### src/rtl/mult_serial_ctrl.sv
// -----------------------------------------------------------------------------
// mult_serial_ctrl
//
// Sequencer for an external combinational multiplier. Operands A and B are
// shifted in LSB first from two pins and presented in parallel to the
// multiplier. After a programmable settle time the product is captured and
// shifted back out LSB first with a valid strobe, followed by a one-cycle
// done pulse.
//
// State flow: IDLE -> LOAD -> SETTLE -> UNLOAD -> DONE -> IDLE
//
// Parameters:
//   OP_W        operand width; product width is 2*OP_W
//   SETTLE_CYC  whole cycles between last operand bit and product capture
//               (0..15); SETTLE therefore lasts SETTLE_CYC+1 cycles
//
// Ports:
//   wb_clk_i     clock, all logic on the rising edge
//   wb_rst_i     synchronous active-high reset
//   start_i      begin a transaction (honoured only in IDLE)
//   a_bit_i      serial operand A, LSB first
//   b_bit_i      serial operand B, LSB first
//   mult_a_o     parallel operand A to the multiplier
//   mult_b_o     parallel operand B to the multiplier
//   mult_p_i     product from the multiplier
//   busy_o       high whenever the sequencer is not in IDLE
//   p_bit_o      serial product bit, low lane
//   p_bit_hi_o   serial product bit, high lane (0 unless dual-lane build)
//   p_valid_o    p_bit_o / p_bit_hi_o carry a valid bit this cycle
//   done_o       one-cycle pulse after the final product bit
//
// Build option:
//   MULT_DUAL_LANE_EN  when defined, the product leaves on two lanes at once:
//                      p_bit_o carries the low half and p_bit_hi_o the high
//                      half, so UNLOAD lasts OP_W cycles instead of 2*OP_W.
// -----------------------------------------------------------------------------
module mult_serial_ctrl #(
  parameter int OP_W       = 16,
  parameter int SETTLE_CYC = 2
) (
  input  logic              wb_clk_i,
  input  logic              wb_rst_i,
  input  logic              start_i,
  input  logic              a_bit_i,
  input  logic              b_bit_i,
  output logic [OP_W-1:0]   mult_a_o,
  output logic [OP_W-1:0]   mult_b_o,
  input  logic [2*OP_W-1:0] mult_p_i,
  output logic              busy_o,
  output logic              p_bit_o,
  output logic              p_bit_hi_o,
  output logic              p_valid_o,
  output logic              done_o
);

  localparam int P_W = 2 * OP_W;

`ifdef MULT_DUAL_LANE_EN
  localparam int UNLOAD_LEN = OP_W;
`else
  localparam int UNLOAD_LEN = P_W;
`endif

  // One counter serves LOAD, SETTLE and UNLOAD; size it for the longest phase.
  localparam int CNT_MAX = (P_W > SETTLE_CYC + 1) ? P_W : SETTLE_CYC + 1;
  localparam int CNT_W   = $clog2(CNT_MAX + 1);

  localparam logic [CNT_W-1:0] LOAD_LAST   = CNT_W'(OP_W - 1);
  localparam logic [CNT_W-1:0] SETTLE_LAST = CNT_W'(SETTLE_CYC);
  localparam logic [CNT_W-1:0] UNLOAD_LAST = CNT_W'(UNLOAD_LEN - 1);
  localparam logic [CNT_W-1:0] CNT_ONE     = CNT_W'(1);

  typedef enum logic [2:0] {
    S_IDLE,
    S_LOAD,
    S_SETTLE,
    S_UNLOAD,
    S_DONE
  } state_e;

  state_e            state_q, state_d;
  logic [CNT_W-1:0]  cnt_q, cnt_d;
  logic [OP_W-1:0]   a_q, a_d;
  logic [OP_W-1:0]   b_q, b_d;
  logic [P_W-1:0]    p_q, p_d;
  logic              p_bit_q, p_bit_d;
  logic              p_hi_q, p_hi_d;
  logic              p_valid_q, p_valid_d;
  logic              done_q, done_d;
  logic [OP_W-1:0]   bit_mask;

  // Selects operand bit position cnt_q during LOAD.
  assign bit_mask = OP_W'(1) << cnt_q;

  // ---------------------------------------------------------------------------
  // Next-state and output logic
  // ---------------------------------------------------------------------------
  always_comb begin
    // NOTE: every signal written here gets a default first, so no path can
    // leave one unassigned and infer a latch.
    state_d   = state_q;
    cnt_d     = cnt_q;
    a_d       = a_q;
    b_d       = b_q;
    p_d       = p_q;
    p_bit_d   = 1'b0;
    p_hi_d    = 1'b0;
    p_valid_d = 1'b0;
    done_d    = 1'b0;

    unique case (state_q)
      S_IDLE: begin
        // Operand pins are not sampled on the start edge.
        if (start_i) begin
          a_d     = '0;
          b_d     = '0;
          cnt_d   = '0;
          state_d = S_LOAD;
        end
      end

      S_LOAD: begin
        // Registers were cleared on start, so OR-ing in each bit is enough.
        if (a_bit_i) a_d = a_q | bit_mask;
        if (b_bit_i) b_d = b_q | bit_mask;
        if (cnt_q == LOAD_LAST) begin
          cnt_d   = '0;
          state_d = S_SETTLE;
        end else begin
          cnt_d = cnt_q + CNT_ONE;
        end
      end

      S_SETTLE: begin
        if (cnt_q == SETTLE_LAST) begin
          p_d     = mult_p_i;
          cnt_d   = '0;
          state_d = S_UNLOAD;
        end else begin
          cnt_d = cnt_q + CNT_ONE;
        end
      end

      S_UNLOAD: begin
        // The product register shifts right, so bit 0 is always p_reg[cnt]
        // and bit OP_W is p_reg[OP_W+cnt] of the captured word.
        p_valid_d = 1'b1;
        p_bit_d   = p_q[0];
`ifdef MULT_DUAL_LANE_EN
        p_hi_d    = p_q[OP_W];
`endif
        p_d       = p_q >> 1;
        if (cnt_q == UNLOAD_LAST) begin
          cnt_d   = '0;
          state_d = S_DONE;
        end else begin
          cnt_d = cnt_q + CNT_ONE;
        end
      end

      S_DONE: begin
        // start_i is deliberately ignored here; it is not queued.
        done_d  = 1'b1;
        state_d = S_IDLE;
      end

      default: begin
        state_d = S_IDLE;
      end
    endcase
  end

  // ---------------------------------------------------------------------------
  // State register
  // ---------------------------------------------------------------------------
  always_ff @(posedge wb_clk_i) begin
    // NOTE: sequential state uses non-blocking assignments so every register
    // samples the pre-edge values regardless of evaluation order.
    if (wb_rst_i) begin
      state_q   <= S_IDLE;
      cnt_q     <= '0;
      a_q       <= '0;
      b_q       <= '0;
      p_q       <= '0;
      p_bit_q   <= 1'b0;
      p_hi_q    <= 1'b0;
      p_valid_q <= 1'b0;
      done_q    <= 1'b0;
    end else begin
      state_q   <= state_d;
      cnt_q     <= cnt_d;
      a_q       <= a_d;
      b_q       <= b_d;
      p_q       <= p_d;
      p_bit_q   <= p_bit_d;
      p_hi_q    <= p_hi_d;
      p_valid_q <= p_valid_d;
      done_q    <= done_d;
    end
  end

  assign mult_a_o   = a_q;
  assign mult_b_o   = b_q;
  assign busy_o     = (state_q != S_IDLE);
  assign p_bit_o    = p_bit_q;
  assign p_bit_hi_o = p_hi_q;
  assign p_valid_o  = p_valid_q;
  assign done_o     = done_q;

endmodule

### config.mk
export PLATFORM = sky130hd
export DESIGN_NAME = mult_serial_ctrl
export DESIGN_NICKNAME = d
export VERILOG_FILES = /design/src/rtl/mult_serial_ctrl.sv
export SDC_FILE = /design/constraint.sdc
export NUM_CORES = 1
export LEC_CHECK = 0
export ABC_AREA = 1
export BUFFER_PORTS_ARGS = -buffer_cell sky130_fd_sc_hd__clkbuf_2
export CAP_MARGIN = 20
export CORE_MARGIN = 1
export CORE_UTILIZATION = 50
export CTS_CLUSTER_DIAMETER = 60
export DETAILED_ROUTE_END_ITERATION = 10
export PLACE_DENSITY = 0.74
export REMOVE_ABC_BUFFERS = 1
export SLEW_MARGIN = 20
export SYNTH_ARGS = -nofsm -noshare
export SYNTH_HDL_FRONTEND = slang
export SYNTH_SLANG_ARGS = --single-unit
### constraint.sdc
create_clock -name wb_clk_i -period 1.9 [get_ports wb_clk_i]
set_input_delay 0.285 -clock wb_clk_i [delete_from_list [all_inputs] [get_ports wb_clk_i]]
set_output_delay 0.285 -clock wb_clk_i [all_outputs]
set_load 0.01 [all_outputs]
## Word level (Yosys, flattened, before mapping)

Cells that the tools add are included.
Widths: inputs -> output; s select.

| storage, ports and cells | value |
|---|---|
| flip-flop bits (word level) | 76 |
| bits of input ports | 37 |
| output and inout port bits | 37 |
| logic and storage cells | 56 |

| operators by class | value |
|---|---|
| $add $sub $neg | 1 |
| eq/ne operators | 13 |
| shift operators | 1 |
| muxes and demuxes | 19 |
| bitwise gates (word level) | 3 |
| reduce and logical (&&, ||, !) cells | 11 |

Operator list:

| operator | count |
|---|---|
| $pmux 16 s2 | 2 |
| $pmux 32 s2 | 1 |
| $mux 16 | 3 |
| $mux 32 | 1 |
| $or 16x16->16 | 2 |
| $mux 6 | 4 |
| $pmux 6 s4 | 1 |
| $shl 1x6->16 const A | 1 |
| $mux 3 | 4 |
| $ne 2x2->1 const B | 6 |
| $pmux 3 s4 | 1 |
| $add 6x1->6 const B | 1 |
| $eq 3x2->1 const B | 2 |
| $eq 6x2->1 const B | 1 |
| $eq 6x4->1 const B | 1 |
| $eq 6x5->1 const B | 1 |
| $reduce_and 3->1 | 2 |
| $reduce_and 2->1 | 2 |
| $reduce_and 4->1 | 1 |
| $reduce_bool 2->1 | 2 |
| $reduce_bool 4->1 | 1 |
| $eq 3x1->1 const B | 1 |
| $eq 3x3->1 const B | 1 |
| $logic_not 3->1 | 1 |
| 4 further kinds | 5 |

## Logic depth before layout (Yosys ltp)

Gate-level depths: netlist of run 1.

| depth | value |
|---|---|
| depth in word-level cells | 4 |
| depth in mapped cells | 9 |
| depth with buffers taken out | 9 |

## Worst setup path before layout of run 1

Ideal clock, no wire load.

| timing | value |
|---|---|
| kind | reg-to-reg |
| start point | register cnt_q[0] |
| end point | register p_q[19] |
| library setup time | 0.065 ns |
| arrival time | 1.362 ns |
| data required time | 1.835 ns |
| path slack | 0.473 ns |
| stages on the path, launching flop included | 9 |
| path buffers | 1 |
| period minus slack after synthesis | 1.427 ns |
| cells stage by stage | dfxtp_1 -> inv_1 -> ha_1 -> nand3_2 -> nor2_2 -> nor2_2 -> buf_2 -> nor2_1 -> nor2_1 |

| on the way | value |
|---|---|
| word-level cells in the longest chain between the ends | 3 |

RTL lines:

| what | RTL line | text |
|---|---|---|
| start: declaration | 82 | `logic [CNT_W-1:0] cnt_q, cnt_d;` |
| start signal: assignment | 191 | `cnt_q <= cnt_d;` |
| $eq 6x2->1 | 135 | `if (cnt_q == SETTLE_LAST) begin` |
| $ne 2x2->1 (no source line) | n/a |  |
| $reduce_and 2->1 (no source line) | n/a |  |
| end signal: assignment | 194 | `p_q <= p_d;` |
| end: declaration | 85 | `logic [P_W-1:0] p_q, p_d;` |

Every way passes these cells.
A chain may end at the register's enable or synchronous reset.

## Final worst setup path of run 1

| timing | value |
|---|---|
| start point | register cnt_q[0] |
| end point | register p_q[20] |

The elaborated chain is that of the path after synthesis.

==> reports/metrics.json, run 1 <==
{
  "sta": {
    "final_hold_viol_count": 0,
    "fin_tns_setup_ns": 0,
    "rsz_0062_raised_after_global_routing": "false",
    "share_of_the_clock_period_used_by_the_worst_path_after_layout_pct": 86.7,
    "finClkSkew_ns": 0.00888,
    "timing.final.crit_period_ns": 1.65,
    "report.final.setup_viol": 0,
    "slew_viol_final": 0,
    "final.setup.worst_slack_ns": 0.253,
    "holdWs_ns": 0.206,
    "fmax_mhz": 607
  },
  "status": {
    "failed_checks": "DRC",
    "outcome": "finished with violations"
  },
  "cts": {
    "post-cts-setup-buffers": 0,
    "cts-root-to-sink-buffers": 2,
    "clock_insertion_delay_worst_skew_ns": 0.35,
    "cts_tree": "yes",
    "h_tree_lvls": 3,
    "clk_pin_slew_ns": 0.08,
    "clock_tree.root_cell": "sky130_fd_sc_hd__clkbuf_8",
    "ctsResizeCount": 0,
    "cts_hold_buffers": 0,
    "cts_sinks": 76,
    "cts-buffers-inserted": 9
  },
  "grt": {
    "grt_pass1_wl_mm": 12.8,
    "track_usage_pct": 22.4,
    "overflow": 0,
    "antenna_violations_before_repair": 0,
    "number_of_global_route_vias_before_repair": 2922,
    "grt_max_degree": 39
  },
  "final_layout": {
    "layout.filler_cells": 621,
    "final_core_util_pct": 61.1,
    "finish.instance_area_mm2": 0.00393,
    "num-nets-final": 590,
    "area_delta_synth_final_pct": 16.2,
    "insertedDiodeCount": 0,
    "post_route_cells_drive_above_1_share_pct": 19.8,
    "layout.cells.non_filler": 633
  },
  "setup_path": {
    "timing.critical_path.from_type": "flop",
    "cp.arrival_ns": 1.94,
    "worst_setup_end_kind": "flop",
    "crit_path_max_fanout": 31,
    "worst-r2r-cell-count": 7,
    "critical_path_class": "flop to flop",
    "crit-reg2reg-capture": "p_q[20]",
    "worst_r2r_startpoint": "cnt_q[0]",
    "timing.critical_path.required_ns": 2.19,
    "r2r_slack_ns": 0.25
  },
  "yosys": {
    "yosysSeqAreaShare_pct": 45.0,
    "post_synth_design_cell_area_mm2": 0.00338,
    "synth_seq_cells": 76,
    "synthesis_warnings": 0,
    "syn_avg_cell_area_um2": 6.94,
    "postSynthCellCount": 487,
    "synthDistinctLibCells": 25
  },
  "routing": {
    "num_vias": 3177,
    "drtPass1Iterations": 9,
    "routed_via_density": 5.02,
    "ant_nets": 0,
    "drc_violations": 4,
    "routed_wire_length_per_instance_um": 11.5,
    "drt_iter0_drc": 196,
    "postRouteWirelength_mm": 7.28
  },
  "floorplanning": {
    "dieArea_mm2": 0.00709,
    "core_mm2": 0.00642,
    "design.portCount": 74,
    "die_x_um": 84.2,
    "effective_utilization_at_floorplan_pct": 52.6,
    "floorplan.die.height_um": 84.2,
    "row_count": 29
  },
  "worst_hold_path": {
    "holdPathEnd": "p_q[31]",
    "hold_depth": 3,
    "timing.hold.worst.class": "primary input to flop",
    "holdCritStartpoint": "mult_p_i[31]"
  },
  "place": {
    "pre_cts_ws_ns": 0.273,
    "final_gp_congestion": 0.822,
    "dpl.hpwl_mm": 4.88,
    "port_buffers": 72,
    "postPlaceCellArea_mm2": 0.00371,
    "number_of_placed_cells_counting_well_taps": 617
  },
  "pwr": {
    "p_total_mw": 4.55,
    "cellPowerDensity_mw_per_mm2": 1160,
    "max_rail_drop_vdd_mv": 0.519,
    "p_leak_nw": 1.95
  },
  "flow_run": {
    "cap_viol_max_count": 0
  }
}
[how the worst max path moves through the flow]
| stage | start | to | cells after the start |
|---|---|---|---|
| floorplan | state_q[1] | p_q[0] | 6 |
| global placement | cnt_q[0] | p_q[10] | 7 |
| detailed placement | cnt_q[0] | p_q[20] | 7 |
| CTS | cnt_q[0] | p_q[20] | 7 |
| global route | cnt_q[1] | state_q[2] | 9 |
| finish | cnt_q[0] | p_q[20] | 7 |
[registers in the layout (all words and copies together) (netlist names)]
name       count
cnt_q          6
done_o         1
mult_a_o      16
mult_b_o      16
p_bit_o        1
p_q           32
p_valid_o      1
state_q        3
[layout make-up]
class	instances	area, um2	area share (%)
Tap cell	77	96.3	2.45
Clock buffer	9	124	3.15
Sequential cell	76	1520	38.8
Timing Repair Buffer	79	425	10.8
Clock inverter	7	91.3	2.33
Inverter	21	78.8	2.01
Multi-Input combinational cell	364	1590	40.5
[report_power, final]
part / switching [mW] / internal [mW] / leakage [nW]
Combinational: 0.844 / 0.395 / 1.22
Clock: 0.585 / 0.734 / 0.109
Sequential: 0.158 / 1.84 / 0.616
[critical path: stages (launching register included)]
cell                      delay (ns)
sky130_fd_sc_hd__dfxtp_1        0.37
sky130_fd_sc_hd__inv_1          0.17
sky130_fd_sc_hd__ha_1           0.18
sky130_fd_sc_hd__nand3_2        0.15
sky130_fd_sc_hd__o21ai_4        0.15
sky130_fd_sc_hd__buf_4          0.31
sky130_fd_sc_hd__o21ai_0        0.14
sky130_fd_sc_hd__nor2_1         0.11
[cells in the final DEF (no fill, tap or decap)]
| master | count |
|---|---|
| sky130_fd_sc_hd__nor4_1 | 1 |
| sky130_fd_sc_hd__buf_12 | 1 |
| sky130_fd_sc_hd__o21ai_2 | 2 |
| sky130_fd_sc_hd__clkbuf_2 | 72 |
| sky130_fd_sc_hd__nand3_2 | 3 |
| sky130_fd_sc_hd__nor2_1 | 128 |
| sky130_fd_sc_hd__nand2_1 | 125 |
| sky130_fd_sc_hd__clkinv_4 | 1 |
| sky130_fd_sc_hd__clkbuf_8 | 9 |
| sky130_fd_sc_hd__clkinv_2 | 3 |
| sky130_fd_sc_hd__ha_1 | 2 |
| sky130_fd_sc_hd__nor2_2 | 4 |
| sky130_fd_sc_hd__conb_1 | 1 |
| sky130_fd_sc_hd__bufinv_16 | 2 |
| sky130_fd_sc_hd__and3_1 | 1 |
| sky130_fd_sc_hd__nand4_1 | 11 |
| sky130_fd_sc_hd__dfxtp_1 | 76 |
| sky130_fd_sc_hd__inv_1 | 18 |
| sky130_fd_sc_hd__nor2_4 | 2 |
| sky130_fd_sc_hd__clkinvlp_4 | 1 |
| sky130_fd_sc_hd__o21ai_4 | 1 |
| sky130_fd_sc_hd__a21oi_1 | 36 |
| sky130_fd_sc_hd__nand3_1 | 10 |
| sky130_fd_sc_hd__o21ai_1 | 10 |
| sky130_fd_sc_hd__nor3_1 | 2 |
| sky130_fd_sc_hd__inv_2 | 3 |
| sky130_fd_sc_hd__o21ai_0 | 24 |
| sky130_fd_sc_hd__o211ai_1 | 1 |
| sky130_fd_sc_hd__buf_4 | 6 |
[synth_stat cells (all sizes together)]
cell type,count,area share [%]
nor3,2,0.30
nor2,134,16
conb,1,0.11
nand3,13,2.4
buf,23,5.3
nand4,11,2.0
clkbuf,3,0.33
a21oi,36,5.3
o211ai,1,0.22
dfxtp,76,45
and3,1,0.19
nor4,1,0.19
ha,2,0.74
o21ai,37,6.0
inv,21,2.3
nand2,125,14
[cells by family after synthesis]
group / Yosys count / synth area share [%]
compound gates: 74 / 11.6
fa+ha+maj: 2 / 0.740
buf+inv: 47 / 7.96
flops: 76 / 45.0
other cells: 1 / 0.111
simple gates: 287 / 34.6
[routing by layer]
| metal | global-route usage, % | part of all wire (%) | wire length, um |
|---|---|---|---|
| met4 | 9.87 | 1.4 | 103 |
| met2 | 35.7 | 44 | 3240 |
| met1 | 29.6 | 50 | 3660 |
| met5 | 0 | 0 | 0 |
| met3 | 4.62 | 3.8 | 275 |
(Power assumes the default switching activity.)
==> run 2, diff against run 1 <==
- ABC_AREA: 1 -> 0
==> run 2 against run 1 <==
Effect of this change:
- the run now ends clean
- via count is 0.76% lower
- non-clock buffer count is 15 higher
- sequential power is 19% lower
- synthesized cell count is 19% lower
- critical path type unchanged
- largest cell class unchanged
==> reports/metrics.json, run 2 <==
{
  "sta": {
    "final_hold_viol_count": {"value": 0, "change": "unchanged"},
    "finClkSkew": {"value": 0.0139, "unit": "ns", "change": "+0.00505 ns"},
    "timing.final.crit_period": {"value": 1.69, "unit": "ns", "change": "+0.0452 ns"},
    "rsz_0062_raised_after_global_routing": "false",
    "max_slew_margin_pct": 64.5,
    "fmax": {"value": 591, "unit": "MHz", "change": "-2.7%"},
    "tightest_slew_ns": 0.522,
    "fin_tns_setup": {"value": 0, "unit": "ns", "change": "unchanged"},
    "slew_viol_final": {"value": 0, "change": "unchanged"},
    "share_of_the_clock_period_used_by_the_worst_path_after_layout": {"value": 89.0, "unit": "%", "change": "+2.4 points"},
    "report.final.setup_viol": {"value": 0, "change": "unchanged"}
  },
  "yosys": {
    "postSynthCellCount": {"value": 395, "change": "-19%"},
    "count_of_flip_flops_with_a_built_in_enable_after_synthesis": {"value": 0, "change": "unchanged"},
    "synth.most_common_cell": "sky130_fd_sc_hd__dfxtp_1",
    "syn_avg_cell_area": {"value": 9.11, "unit": "um2", "change": "+31%"},
    "post_synth_most_frequent_cells": "sky130_fd_sc_hd__dfxtp_1 (76), sky130_fd_sc_hd__a21oi_1 (61), sky130_fd_sc_hd__nor2_1 (39), sky130_fd_sc_hd__nand2_1 (36), sky130_fd_sc_hd__nand3_1 (36)",
    "postSynth.asyncResetShare": {"value": 0, "unit": "%", "change": "unchanged"},
    "postSynth.topFlopCell": "sky130_fd_sc_hd__dfxtp_1",
    "yosysSeqAreaShare": {"value": 42.3, "unit": "%", "change": "-2.7 points"},
    "synthDistinctLibCells": {"value": 50, "change": "+100%"},
    "post_synth_design_cell_area": {"value": 0.00360, "unit": "mm2", "change": "+6.5%"},
    "synth_largest_type_area_fraction": {"value": 42.3, "unit": "%", "change": "-2.7 points"},
    "synth_seq_cells": {"value": 76, "change": "unchanged"},
    "yosys.area.top_type": "sky130_fd_sc_hd__dfxtp_1",
    "synth.area.top_cells": "sky130_fd_sc_hd__dfxtp_1 (42%), sky130_fd_sc_hd__a311oi_2 (13%), sky130_fd_sc_hd__a21oi_1 (8.5%)",
    "synthesis_warnings": {"value": 0, "change": "unchanged"}
  },
  "floorplanning": {
    "floorplan.die.height": {"value": 86.8, "unit": "um", "change": "+3.1%"},
    "row_count": {"value": 30, "change": "+3.4%"},
    "core": {"value": 0.00687, "unit": "mm2", "change": "+7.0%"},
    "effective_utilization_at_floorplan": {"value": 52.4, "unit": "%", "change": "-0.23 points"},
    "design.portCount": {"value": 74, "change": "unchanged"},
    "dieArea": {"value": 0.00754, "unit": "mm2", "change": "+6.3%"},
    "die_x": {"value": 86.8, "unit": "um", "change": "+3.1%"}
  },
  "routing": {
    "postRouteWirelength": {"value": 8.12, "unit": "mm", "change": "+12%"},
    "drtPass1Iterations": {"value": 4, "change": "-5"},
    "drt_iter0_drc": {"value": 182, "change": "-7.1%"},
    "routed_wire_length_per_instance": {"value": 14.6, "unit": "um", "change": "+27%"},
    "routed_via_density": {"value": 5.65, "change": "+13%"},
    "ant_nets": {"value": 0, "change": "unchanged"},
    "drc_violations": {"value": 0, "change": "-4"},
    "num_vias": {"value": 3153, "change": "-0.76%"}
  },
  "cts": {
    "ctsResizeCount": {"value": 0, "change": "unchanged"},
    "cts_sinks": {"value": 76, "change": "unchanged"},
    "cts-buffers-inserted": {"value": 9, "change": "unchanged"},
    "post-cts-setup-buffers": {"value": 0, "change": "unchanged"},
    "clk_pin_slew": {"value": 0.08, "unit": "ns", "change": "about the same"},
    "cts_tree": "yes",
    "h_tree_lvls": {"value": 3, "change": "unchanged"},
    "clock_tree.root_cell": "sky130_fd_sc_hd__clkbuf_8",
    "clock_insertion_delay_worst_skew": {"value": 0.35, "unit": "ns", "change": "about the same"},
    "cts_hold_buffers": {"value": 0, "change": "unchanged"},
    "cts-root-to-sink-buffers": {"value": 2, "change": "unchanged"}
  },
  "final_layout": {
    "area.sequential": {"value": 0.00152, "unit": "mm2", "change": "unchanged"},
    "area_delta_synth_final_pct": 18.4,
    "largest_register": "p_q",
    "multi_input_area": {"value": 0.00183, "unit": "mm2", "change": "+15%"},
    "layout.filler_cells": {"value": 619, "change": "-0.32%"},
    "mostFrequentLayoutCell": "sky130_fd_sc_hd__dfxtp_1",
    "commonest_cells_after_routing_fill_and_taps_aside": "sky130_fd_sc_hd__dfxtp_1 (76), sky130_fd_sc_hd__clkbuf_2 (72), sky130_fd_sc_hd__a21oi_1 (61)",
    "num-nets-final": {"value": 496, "change": "-16%"},
    "insertedDiodeCount": {"value": 0, "change": "unchanged"},
    "largest_register_ffs": {"value": 32, "change": "unchanged"},
    "layout.cells.non_filler": {"value": 558, "change": "-12%"},
    "final_core_util": {"value": 62.0, "unit": "%", "change": "+0.91 points"},
    "post_route_cells_drive_above_1_share": {"value": 34.4, "unit": "%", "change": "+15 points"}
  },
  "flow_run": {
    "cap_viol_max_count": {"value": 0, "change": "unchanged"}
  },
  "place": {
    "final_gp_congestion": {"value": 0.858, "change": "+4.4%"},
    "port_buffers": {"value": 72, "change": "unchanged"},
    "dpl.hpwl": {"value": 5.42, "unit": "mm", "change": "+11%"},
    "number_of_placed_cells_counting_well_taps": {"value": 542, "change": "-12%"}
  },
  "setup_path": {
    "timing.critical_path.from_type": "flop",
    "worst_setup_end_kind": "flop",
    "crit_path_max_fanout": {"value": 9, "change": "-71%"},
    "timing.critical_path.required": {"value": 2.16, "unit": "ns", "change": "-0.03 ns"},
    "cp.arrival": {"value": 1.95, "unit": "ns", "change": "about the same"},
    "critical_path_class": "flop to flop"
  },
  "grt": {
    "number_of_global_route_vias_before_repair": {"value": 2814, "change": "-3.7%"},
    "antenna_violations_before_repair": {"value": 0, "change": "unchanged"},
    "grt_max_degree": {"value": 65, "change": "+67%"},
    "overflow": {"value": 0, "change": "unchanged"},
    "grt_pass1_wl": {"value": 13.2, "unit": "mm", "change": "+3.3%"},
    "track_usage": {"value": 22.3, "unit": "%", "change": "-0.11 points"}
  },
  "pwr": {
    "p_total": {"value": 3.21, "unit": "mW", "change": "-30%"},
    "max_rail_drop_vdd": {"value": 0.366, "unit": "mV", "change": "-30%"},
    "cellPowerDensity": {"value": 753, "unit": "mW/mm2", "change": "-35%"},
    "p_leak": {"value": 1.63, "unit": "nW", "change": "-16%"}
  },
  "status": {
    "outcome": "completed"
  },
  "worst_hold_path": {
    "timing.hold.worst.class": "primary input to flop"
  }
}
run 2: routing by layer:
metal  GRT usage, %  vias to the layer above  share of wire (%)
li1               -                     1564                  -
met1           29.8                     1483                 46
met2           35.9                       99                 48
met3           4.19                        7                5.2
met4           8.18                        0               0.84
met5              0                        -                  0
run 2: logic make-up after synthesis:
kind of cell	after synthesis	synth area share, %
simple gates	142	20.5
fa+ha+maj	2	0.695
xor+xnor	1	0.243
compound gates	120	27.6
buf+inv	49	7.16
other cells	1	0.104
mux	4	1.32
flops	76	42.3
run 2: layout make-up:
type | count | share of cell area, %
Clock inverter | 6 | 1.64
Inverter | 6 | 0.528
Clock buffer | 10 | 3.23
Sequential cell | 76 | 35.7
Multi-Input combinational cell | 270 | 42.9
Tap cell | 96 | 2.82
Timing Repair Buffer | 94 | 13.2
run 2: power breakdown:
group / internal, mW / total [mW] / switching, mW
Combinational: 0.107 / 0.310 / 0.204
Clock: 0.654 / 1.28 / 0.624
Sequential: 1.60 / 1.62 / 0.0157
Total: 2.37 / 3.21 / 0.843
run 2: final timing paths:
| kind | from | end | slack [ns] | cells past startpoint |
|---|---|---|---|---|
| worst max-delay path | cnt_q[0] | cnt_q[5] | 0.21 | 6 |
| worst min register to register | mult_a_o[5] | mult_a_o[5] | 0.48 | 2 |
| worst min-delay path | mult_p_i[25] | p_q[25] | 0.19 | 3 |
| worst max register to register | cnt_q[0] | cnt_q[5] | 0.21 | 6 |
run 2: stage by stage:
stage | cell area, um2 | setup slack (ns) | hold WS [ns]
finish | 4260 | 0.208 | 0.185
CTS | 4260 | 0.203 | 0.179
global placement | 4050 | 0.257 | 0.445
floorplan | 3360 | -2.44 | 0.353
global route | 4260 | 0.107 | 0.173
detailed placement | 4050 | 0.253 | 0.458
run 2: critical path, cell delays in order (launching register included):
cell,delay [ns]
sky130_fd_sc_hd__dfxtp_1,0.32
sky130_fd_sc_hd__buf_4,0.17
sky130_fd_sc_hd__ha_1,0.21
sky130_fd_sc_hd__and4b_1,0.21
sky130_fd_sc_hd__o21ai_1,0.22
sky130_fd_sc_hd__nand2_1,0.18
sky130_fd_sc_hd__o41ai_2,0.28
